$ cat src/rtl/dec_last_sig_xy.sv
// Last significant coefficient X/Y decode: sequences prefix context bins and bypass suffix bits for one transform block.
// Latency: start + 1 to first request, o_done the cycle after the final strobe (minimum start + 3).
// Backpressure: level requests o_dec_en/o_byp_en held until a strobe arrives; one request outstanding. Option: DEC_LAST_XY_BINCNT_EN.
module dec_last_sig_xy (
    input  logic       clk,
    input  logic       rst_n,
    input  logic       i_start,
    input  logic [2:0] i_log2TrafoSize,
    input  logic [1:0] i_cIdx,
    input  logic [1:0] i_scanIdx,
    output logic       o_dec_en,
    output logic [5:0] o_cm_idx,
    input  logic       i_bin_valid,
    input  logic       i_binVal,
    output logic       o_byp_en,
    input  logic       i_byp_valid,
    input  logic       i_byp_bin,
    output logic       o_busy,
    output logic       o_done,
    output logic [4:0] o_last_x,
    output logic [4:0] o_last_y
`ifdef DEC_LAST_XY_BINCNT_EN
    ,
    output logic [4:0] o_bin_cnt
`endif
);

    typedef enum logic [2:0] {S_IDLE, S_XPRE, S_YPRE, S_XSUF, S_YSUF, S_DONE} state_t;

    state_t     state_q, state_d;
    logic [2:0] log2_q, log2_d;
    logic       chroma_q, chroma_d;
    logic       swap_q, swap_d;
    logic [3:0] bin_idx_q, bin_idx_d;
    logic [3:0] xpre_q, xpre_d, ypre_q, ypre_d;
    logic [2:0] xsuf_q, xsuf_d, ysuf_q, ysuf_d;
    logic [1:0] suf_cnt_q, suf_cnt_d;
    logic [4:0] last_x_q, last_x_d, last_y_q, last_y_d;

    logic [3:0] cmax;
    logic [5:0] l6, ctx_off, cm_raw;
    logic [1:0] ctx_sh;
    logic [4:0] pos_x, pos_y;

    // Suffix length (p >> 1) - 1, taking p >> 1 directly.
    function automatic logic [1:0] suf_len(input logic [2:0] p_half);
        return 2'(p_half - 3'd1);
    endfunction

    function automatic logic [4:0] last_pos(input logic [3:0] p, input logic [2:0] suf);
        logic [2:0] k;
        logic [4:0] base;
        if (p <= 4'd3) return {1'b0, p};
        k    = p[3:1] - 3'd1;
        base = {3'b000, 1'b1, p[0]} << k;
        return base + {2'b00, suf};
    endfunction

    assign cmax = {log2_q, 1'b0} - 4'd1;
    assign l6   = {3'b000, log2_q};

    always_comb begin
        ctx_off = 6'd15;
        ctx_sh  = 2'(log2_q - 3'd2);
        if (!chroma_q) begin
            ctx_off = ((l6 - 6'd2) * 6'd3) + ((l6 - 6'd1) >> 2);
            ctx_sh  = 2'((l6 + 6'd1) >> 2);
        end
    end

    assign cm_raw   = ({2'b00, bin_idx_q} >> ctx_sh) + ctx_off + ((state_q == S_YPRE) ? 6'd18 : 6'd0);
    assign o_dec_en = (state_q == S_XPRE) || (state_q == S_YPRE);
    assign o_byp_en = (state_q == S_XSUF) || (state_q == S_YSUF);
    assign o_cm_idx = o_dec_en ? cm_raw : 6'd0;
    assign o_busy   = (state_q != S_IDLE);
    assign o_done   = (state_q == S_DONE);
    assign o_last_x = last_x_q;
    assign o_last_y = last_y_q;

    always_comb begin
        state_d   = state_q;
        log2_d    = log2_q;
        chroma_d  = chroma_q;
        swap_d    = swap_q;
        bin_idx_d = bin_idx_q;
        xpre_d    = xpre_q;
        ypre_d    = ypre_q;
        xsuf_d    = xsuf_q;
        ysuf_d    = ysuf_q;
        suf_cnt_d = suf_cnt_q;
        case (state_q)
            S_IDLE: if (i_start) begin
                log2_d    = i_log2TrafoSize;
                chroma_d  = (i_cIdx != 2'd0);
                swap_d    = (i_scanIdx == 2'd2);
                bin_idx_d = '0;
                xpre_d    = '0;
                ypre_d    = '0;
                xsuf_d    = '0;
                ysuf_d    = '0;
                suf_cnt_d = '0;
                state_d   = S_XPRE;
            end
            S_XPRE: if (i_bin_valid) begin
                bin_idx_d = bin_idx_q + 4'd1;
                if (i_binVal) xpre_d = xpre_q + 4'd1;
                if (!i_binVal || xpre_d == cmax) begin
                    bin_idx_d = '0;
                    state_d   = S_YPRE;
                end
            end
            S_YPRE: if (i_bin_valid) begin
                bin_idx_d = bin_idx_q + 4'd1;
                if (i_binVal) ypre_d = ypre_q + 4'd1;
                if (!i_binVal || ypre_d == cmax) begin
                    bin_idx_d = '0;
                    if (xpre_q > 4'd3)      state_d = S_XSUF;
                    else if (ypre_d > 4'd3) state_d = S_YSUF;
                    else                    state_d = S_DONE;
                end
            end
            S_XSUF: if (i_byp_valid) begin
                xsuf_d    = {xsuf_q[1:0], i_byp_bin};
                suf_cnt_d = suf_cnt_q + 2'd1;
                if (suf_cnt_q == suf_len(xpre_q[3:1]) - 2'd1) begin
                    suf_cnt_d = '0;
                    state_d   = (ypre_q > 4'd3) ? S_YSUF : S_DONE;
                end
            end
            S_YSUF: if (i_byp_valid) begin
                ysuf_d    = {ysuf_q[1:0], i_byp_bin};
                suf_cnt_d = suf_cnt_q + 2'd1;
                if (suf_cnt_q == suf_len(ypre_q[3:1]) - 2'd1) begin
                    suf_cnt_d = '0;
                    state_d   = S_DONE;
                end
            end
            S_DONE:  state_d = S_IDLE;
            default: state_d = S_IDLE;
        endcase
    end

    // Positions use next-state values so the final strobe's bit is included.
    assign pos_x = last_pos(xpre_d, xsuf_d);
    assign pos_y = last_pos(ypre_d, ysuf_d);

    always_comb begin
        last_x_d = last_x_q;
        last_y_d = last_y_q;
        if (state_d == S_DONE && state_q != S_DONE) begin
            last_x_d = swap_q ? pos_y : pos_x;
            last_y_d = swap_q ? pos_x : pos_y;
        end
    end

    always_ff @(posedge clk or negedge rst_n) begin
        if (!rst_n) begin
            state_q   <= S_IDLE;
            log2_q    <= '0;
            chroma_q  <= 1'b0;
            swap_q    <= 1'b0;
            bin_idx_q <= '0;
            xpre_q    <= '0;
            ypre_q    <= '0;
            xsuf_q    <= '0;
            ysuf_q    <= '0;
            suf_cnt_q <= '0;
            last_x_q  <= '0;
            last_y_q  <= '0;
        end else begin
            state_q   <= state_d;
            log2_q    <= log2_d;
            chroma_q  <= chroma_d;
            swap_q    <= swap_d;
            bin_idx_q <= bin_idx_d;
            xpre_q    <= xpre_d;
            ypre_q    <= ypre_d;
            xsuf_q    <= xsuf_d;
            ysuf_q    <= ysuf_d;
            suf_cnt_q <= suf_cnt_d;
            last_x_q  <= last_x_d;
            last_y_q  <= last_y_d;
        end
    end

`ifdef DEC_LAST_XY_BINCNT_EN
    logic [4:0] bin_cnt_q, bin_cnt_d;
    logic       bin_acc;

    assign bin_acc   = (o_dec_en & i_bin_valid) | (o_byp_en & i_byp_valid);
    assign o_bin_cnt = bin_cnt_q;

    always_comb begin
        bin_cnt_d = bin_cnt_q;
        if (state_q == S_IDLE && i_start) bin_cnt_d = '0;
        else if (bin_acc)                 bin_cnt_d = bin_cnt_q + 5'd1;
    end

    always_ff @(posedge clk or negedge rst_n) begin
        if (!rst_n) bin_cnt_q <= '0;
        else        bin_cnt_q <= bin_cnt_d;
    end
`endif

endmodule

$ cat config.mk
export PLATFORM = sky130hd
export DESIGN_NAME = dec_last_sig_xy
export DESIGN_NICKNAME = d
export VERILOG_FILES = /design/src/rtl/dec_last_sig_xy.sv
export SDC_FILE = /design/constraint.sdc
export NUM_CORES = 1
export LEC_CHECK = 0
export ABC_AREA = 1
export CAP_MARGIN = 20
export CORE_AREA = 5 5 93 95
export DETAILED_ROUTE_END_ITERATION = 8
export DIE_AREA = 0 0 98 100
export GPL_TIMING_DRIVEN = 0
export PLACE_DENSITY = 0.77
export SYNTH_ARGS = -nofsm -noshare
export SYNTH_HDL_FRONTEND = slang
export SYNTH_SLANG_ARGS = --single-unit
$ cat constraint.sdc
create_clock -name clk -period 9.5 [get_ports clk]
set_input_delay 0.95 -clock clk [delete_from_list [all_inputs] [get_ports clk]]
set_output_delay 0.95 -clock clk [all_outputs]
set_load 0.02 [all_outputs]
-- Word level (Yosys, flattened, before mapping)
Index checks and enable logic that the tools add are counted.
- $add $sub $neg: 20
- $mul: 1
- div/mod/pow operators: 0
- $lt $le $gt $ge: 5
- equal/unequal tests: 17
- shift operators: 3
- muxes and demuxes: 55
- bitwise operators: 0
- reductions and logical operators: 14
- operator list (operator ; number):
    2-to-1 mux 4 bit ; 15
    2-to-1 mux 3 bit ; 14
    2-to-1 mux 5 bit ; 7
    one-hot mux 4 bit (2 select lines) ; 2
    one-hot mux 3 bit (5 select lines) ; 1
    adder 4 x 1 -> 4 bit (second input constant) ; 3
    greater-than comparator 4 x 2 -> 1 bit (second input constant) ; 3
    2-to-1 mux 2 bit ; 6
    2-to-1 mux 6 bit ; 2
    one-hot mux 3 bit (2 select lines) ; 2
    one-hot mux 4 bit (3 select lines) ; 1
    adder 5 x 3 -> 5 bit ; 2
    inequality test 2 bit (second input constant) ; 5
    << shifter 2 x 3 -> 5 bit ; 2
    == test 3 bit (second input constant) ; 3
    nonzero test 3 bit ; 3
    == test 4 bit ; 2
    <= comparator 4 x 2 -> 1 bit (second input constant) ; 2
    AND reduction 4 bit ; 2
    subtractor 2 x 1 -> 2 bit (second input constant) ; 4
    adder 6 x 4 -> 6 bit ; 1
    adder 6 x 5 -> 6 bit ; 1
    adder 6 bit ; 1
    == test 3 x 2 -> 1 bit (second input constant) ; 2
    other kinds (21) ; 29
- bits in registers: 38
- bits in latches: 0
- bits in writable memories: 0
- ROM bits: 0
- input bits: 14
- output and inout bits: 20
- logic and storage cells: 127
- memories kept: 0

-- Longest topological paths before layout
- word-level depth: 12
- gate-level depth with buffers: 25
- depth with buffers taken out: 25

-- Worst setup path after synthesis
No wires, ideal clock.
- kind: register to output
- start: register log2_q[1]
- end: output o_cm_idx[5]
- arrival: 3.898 ns
- data required time: 8.550 ns
- slack: 4.652 ns
- stages on the path, launching flop included: 16
- path buffers: 0
- cell sequence: dfrtp_1 > inv_1 > ha_1 > a21oi_1 > fa_1 > ha_1 > nor2_1 > fa_1 > inv_1 > ha_1 > fa_1 > nand3_1 > nand2_1 > xnor2_1 > or2_2 > a21oi_1
- cells in the longest elaborated chain, start to end: 7
- ends and longest elaborated chain (element ; line ; text):
    start: declaration ; 31 ; logic [2:0] log2_q, log2_d;
    start signal: assignment ; 172 ; log2_q <= log2_d;
    subtractor 3 x 2 -> 4 bit ; 66 ; ctx_off = ((l6 - 6'd2) * 6'd3) + ((l6 - 6'd1) >> 2);
    multiplier 6 x 2 -> 6 bit ; 66 ;
    adder 6 x 4 -> 6 bit ; 66 ;
    2-to-1 mux 6 bit ; 65 ; if (!chroma_q) begin
    adder 6 bit * ; 71 ; assign cm_raw = ({2'b00, bin_idx_q} >> ctx_sh) + ctx_off + ((state_q == S_YPRE) ? 6'd18 : 6'd0);
    adder 6 x 5 -> 6 bit * ; 71 ;
    2-to-1 mux 6 bit * ; 74 ; assign o_cm_idx = o_dec_en ? cm_raw : 6'd0;
    end: declaration ; 12 ; output logic [5:0] o_cm_idx,
Every way passes the cells marked *; elsewhere a longest branch is shown, timed or not.

-- Final worst setup path
Same ends and word-level chain as after synthesis.

==> summary.md <==
| Metric | Value |
|---|---|
| Worst Hold Class | `reg2reg` |
| Initial DRC Count | `246` |
| Hpwl dp | `6880 µm` |
| Antenna violations before repair | `0` |
| Pleak | `0.00224 µW` |
| Mapped cell area | `3630 µm²` |
| Number of gates resized after CTS | `0` |
| Chip height | `100 µm` |
| Worst reg2reg path depth | `20` |
| Setup violators final | `0` |
| Maximum clock frequency | `0.170 GHz` |
| Die Span X | `98 µm` |
| Final Cycle Share | `61.8%` |
| Clock sinks | `38` |
| Sequential area share after synthesis | `26.2%` |
| Synth area leaders | `dfrtp_1 (26%), nand2_1 (16%), ha_1 (11%)` |
| Most used DFF post-synth | `dfrtp_1` |
| Vias per inst | `5.15` |
| Syn_nets | `581` |
| Commonest cells in the synthesized netlist | `nand2_1 (152), inv_1 (72), nand3_1 (46)` |
| Max cap viols | `0` |
| Die area | `9800 µm²` |
| Total congestion overflow | `0` |
| Fin crit period | `5870 ps` |
| Relative slew slack | `42.5%` |
| WP data arrival | `4920 ps` |
| Clk root buf | `clkbuf_8` |
| Number of enable flip-flop cells after synthesis | `0` |
| Wirelength per Cell | `12.8 µm` |
| Drt first pass iters | `4` |
| Actual slew at the worst max-slew pin | `862 ps` |
| H-Tree Depth | `2` |
| Most common cell in the netlist | `nand2_1` |
| Gpl congestion | `0.906` |
| CTS Hold Bufs | `0` |
| Setup bufs post-CTS | `0` |
| Library cells used by synthesis | `40` |
| Worst EP required | `8550 ps` |
| FP Rows | `32` |
| Clk buf depth | `2` |
| TNS Setup | `0 ps` |
| Worst-path fanout max | `5` |
| Cell taking the most area after synthesis | `dfrtp_1` |
| Starting density of the core | `47.4%` |
| CTS buffer count | `5` |
| Buf/Inv on CP | `3` |
| Final hold violation count | `0` |
| Synth top area share | `26.2%` |
| Yosys reg bits | `38` |
| Port Buf Inserts | `32` |
| Post-layout util | `55.0%` |
| Yosys warning count | `0` |
| Share of cells above drive strength 1 | `8.26%` |
| N_diodes | `0` |
| RSZ-0062 raised after global routing | `no` |
| Fraction of registers with async set/reset | `100%` |
| Total stage count of the critical path | `16` |
| DRC viols | `0` |
| Detailed Route WL | `8620 µm` |
| Status | `finished, final reports clean` |
| Hold path cells | `2` |
| Post-DRT Antenna Nets | `0` |
| Power per cell area | `401 nW/µm²` |
| CP peak stage delay | `620 ps` |
| Final Max Tran Viols | `0` |
| GRT Util Overall | `18.1%` |
| Setup Skew | `11.5 ps` |
| Synth Instances | `529` |
| Synthesis-to-layout area growth | `16.0%` |
| Vias | `3459` |
| Startpoint types | `flip-flop` |
| Worst-skew pair later-pin latency | `300 ps` |
| Global-route wire length before repair | `14800 µm` |
| Slowest CP cell | `clkdlybuf4s50_1` |
| Largest net degree at the start of global routing | `39` |
| Syn Area/Cell | `6.85 µm²` |
| Nets | `620` |
| Vias in the first global route | `3423` |
| CTS tree | `built` |
| VDD IR max | `0.151 mV` |
| Crit end category | `primary output` |
| WS Path Type | `reg2out` |
| Worst path top cell family by delay | `adder cells` |
| Cell chain of the critical path | `inv_1, ha_1, a21oi_1, fa_1, ha_1, inv_1, fa_1, nand2_1, ha_1, fa_1, nand3_1, nand2_1, xnor2_1, or2_2, a21oi_1, clkdlybuf4s50_1` |
| Clock-pin slew on the worst setup and hold paths | `90 ps` |
| Core Region | `7650 µm²` |
| Boundary Pins | `34` |
[power by group]
group	switching, µW	internal, µW	total [µW]
Sequential	54.5	213	268
Combinational	757	493	1250
Clock	64.7	105	170
Total	876	811	1690
[cells in the final DEF, fill, tap and decap left out, types with 5 or more instances in the layout]
| cell | instances |
|---|---|
| nand4_1 | 6 |
| a21oi_1 | 20 |
| clkbuf_8 | 5 |
| inv_1 | 72 |
| nand2_2 | 9 |
| ha_1 | 32 |
| nor3_1 | 8 |
| nand2_1 | 152 |
| nand3_2 | 5 |
| xnor2_1 | 6 |
| fa_1 | 6 |
| inv_2 | 5 |
| nand3_1 | 46 |
| o21ai_0 | 33 |
| dfrtp_1 | 38 |
| xor2_1 | 12 |
| o211ai_1 | 5 |
| nor2_1 | 36 |
| clkdlybuf4s50_1 | 31 |
[layout make-up]
| class | count | area [µm²] |
|---|---|---|
| inverter | 78 | 295 |
| multi-input combinational | 407 | 2350 |
| fill | 731 | 3440 |
| timing repair buffer | 32 | 315 |
| tap | 102 | 128 |
| clock buffer | 5 | 68.8 |
| clock inverter | 3 | 68.8 |
| buffer | 6 | 32.5 |
| sequential | 38 | 951 |
[flip-flops by register name, indices dropped and copies added (netlist names)]
| name | cells |
|---|---|
| suf_cnt_q | 2 |
| o_last_y | 5 |
| state_q | 3 |
| ysuf_q | 3 |
| swap_q | 1 |
| log2_q | 3 |
| xpre_q | 4 |
| bin_idx_q | 4 |
| chroma_q | 1 |
| ypre_q | 4 |
| xsuf_q | 3 |
| o_last_x | 5 |
[per-stage QoR]
stage	setup slack (ps)	area [µm²]	hold slack, ps	std cells	total power (µW)
floorplan	4650	3630	510	529	1160
global placement	4070	4070	466	663	1470
detailed placement	3950	4070	464	663	1510
CTS	3600	4210	491	671	1700
global route	3410	4210	509	671	1870
finish	3630	4210	487	671	1690
[logic make-up (layout without fill, tap and decap cells)]
kind of cell	count (synthesis)	count (layout)	share of synthesized area (%)
compound gates	72	72	11.1
flops	38	38	26.2
simple gates	278	278	34.5
buf+inv	84	124	9.04
xor+xnor	19	19	4.80
fa+ha+maj	38	38	14.4
[path summary, 6_finish.rpt]
kind                        startpoint           to  slack [ps]
max                          log2_q[1]  o_cm_idx[5]        3630
min                        o_last_x[1]  o_last_x[1]         490
max reg2reg                  ypre_q[1]  o_last_y[2]        6000
min reg2reg                o_last_x[1]  o_last_x[1]         490
max in group asynchronous        rst_n    ypre_q[0]        8190
min in group asynchronous        rst_n  o_last_y[1]         750
[routing by layer]
layer,global-route usage [%],part of all wire (%),up-vias
li1,-,-,1786
met1,21.8,44,1595
met2,33.0,50,65
met5,0,0,-
met4,5.96,2.0,0
met3,2.85,3.4,13
[worst register-to-register path, stage by stage, from the launching register on]
cell	delay (ps)
dfrtp_1	480
ha_1	320
nand2_1	110
nand3_1	90
nand3_1	100
nand3_2	170
inv_1	150
ha_1	210
inv_1	70
nand2_1	90
nand2_1	90
nor2_1	140
ha_1	160
inv_1	50
fa_1	400
or2_2	320
a21oi_1	240
nand2_1	80
o21ai_0	80
nand2_1	70
nand2_1	60
Power figures use the tool's default switching activity.
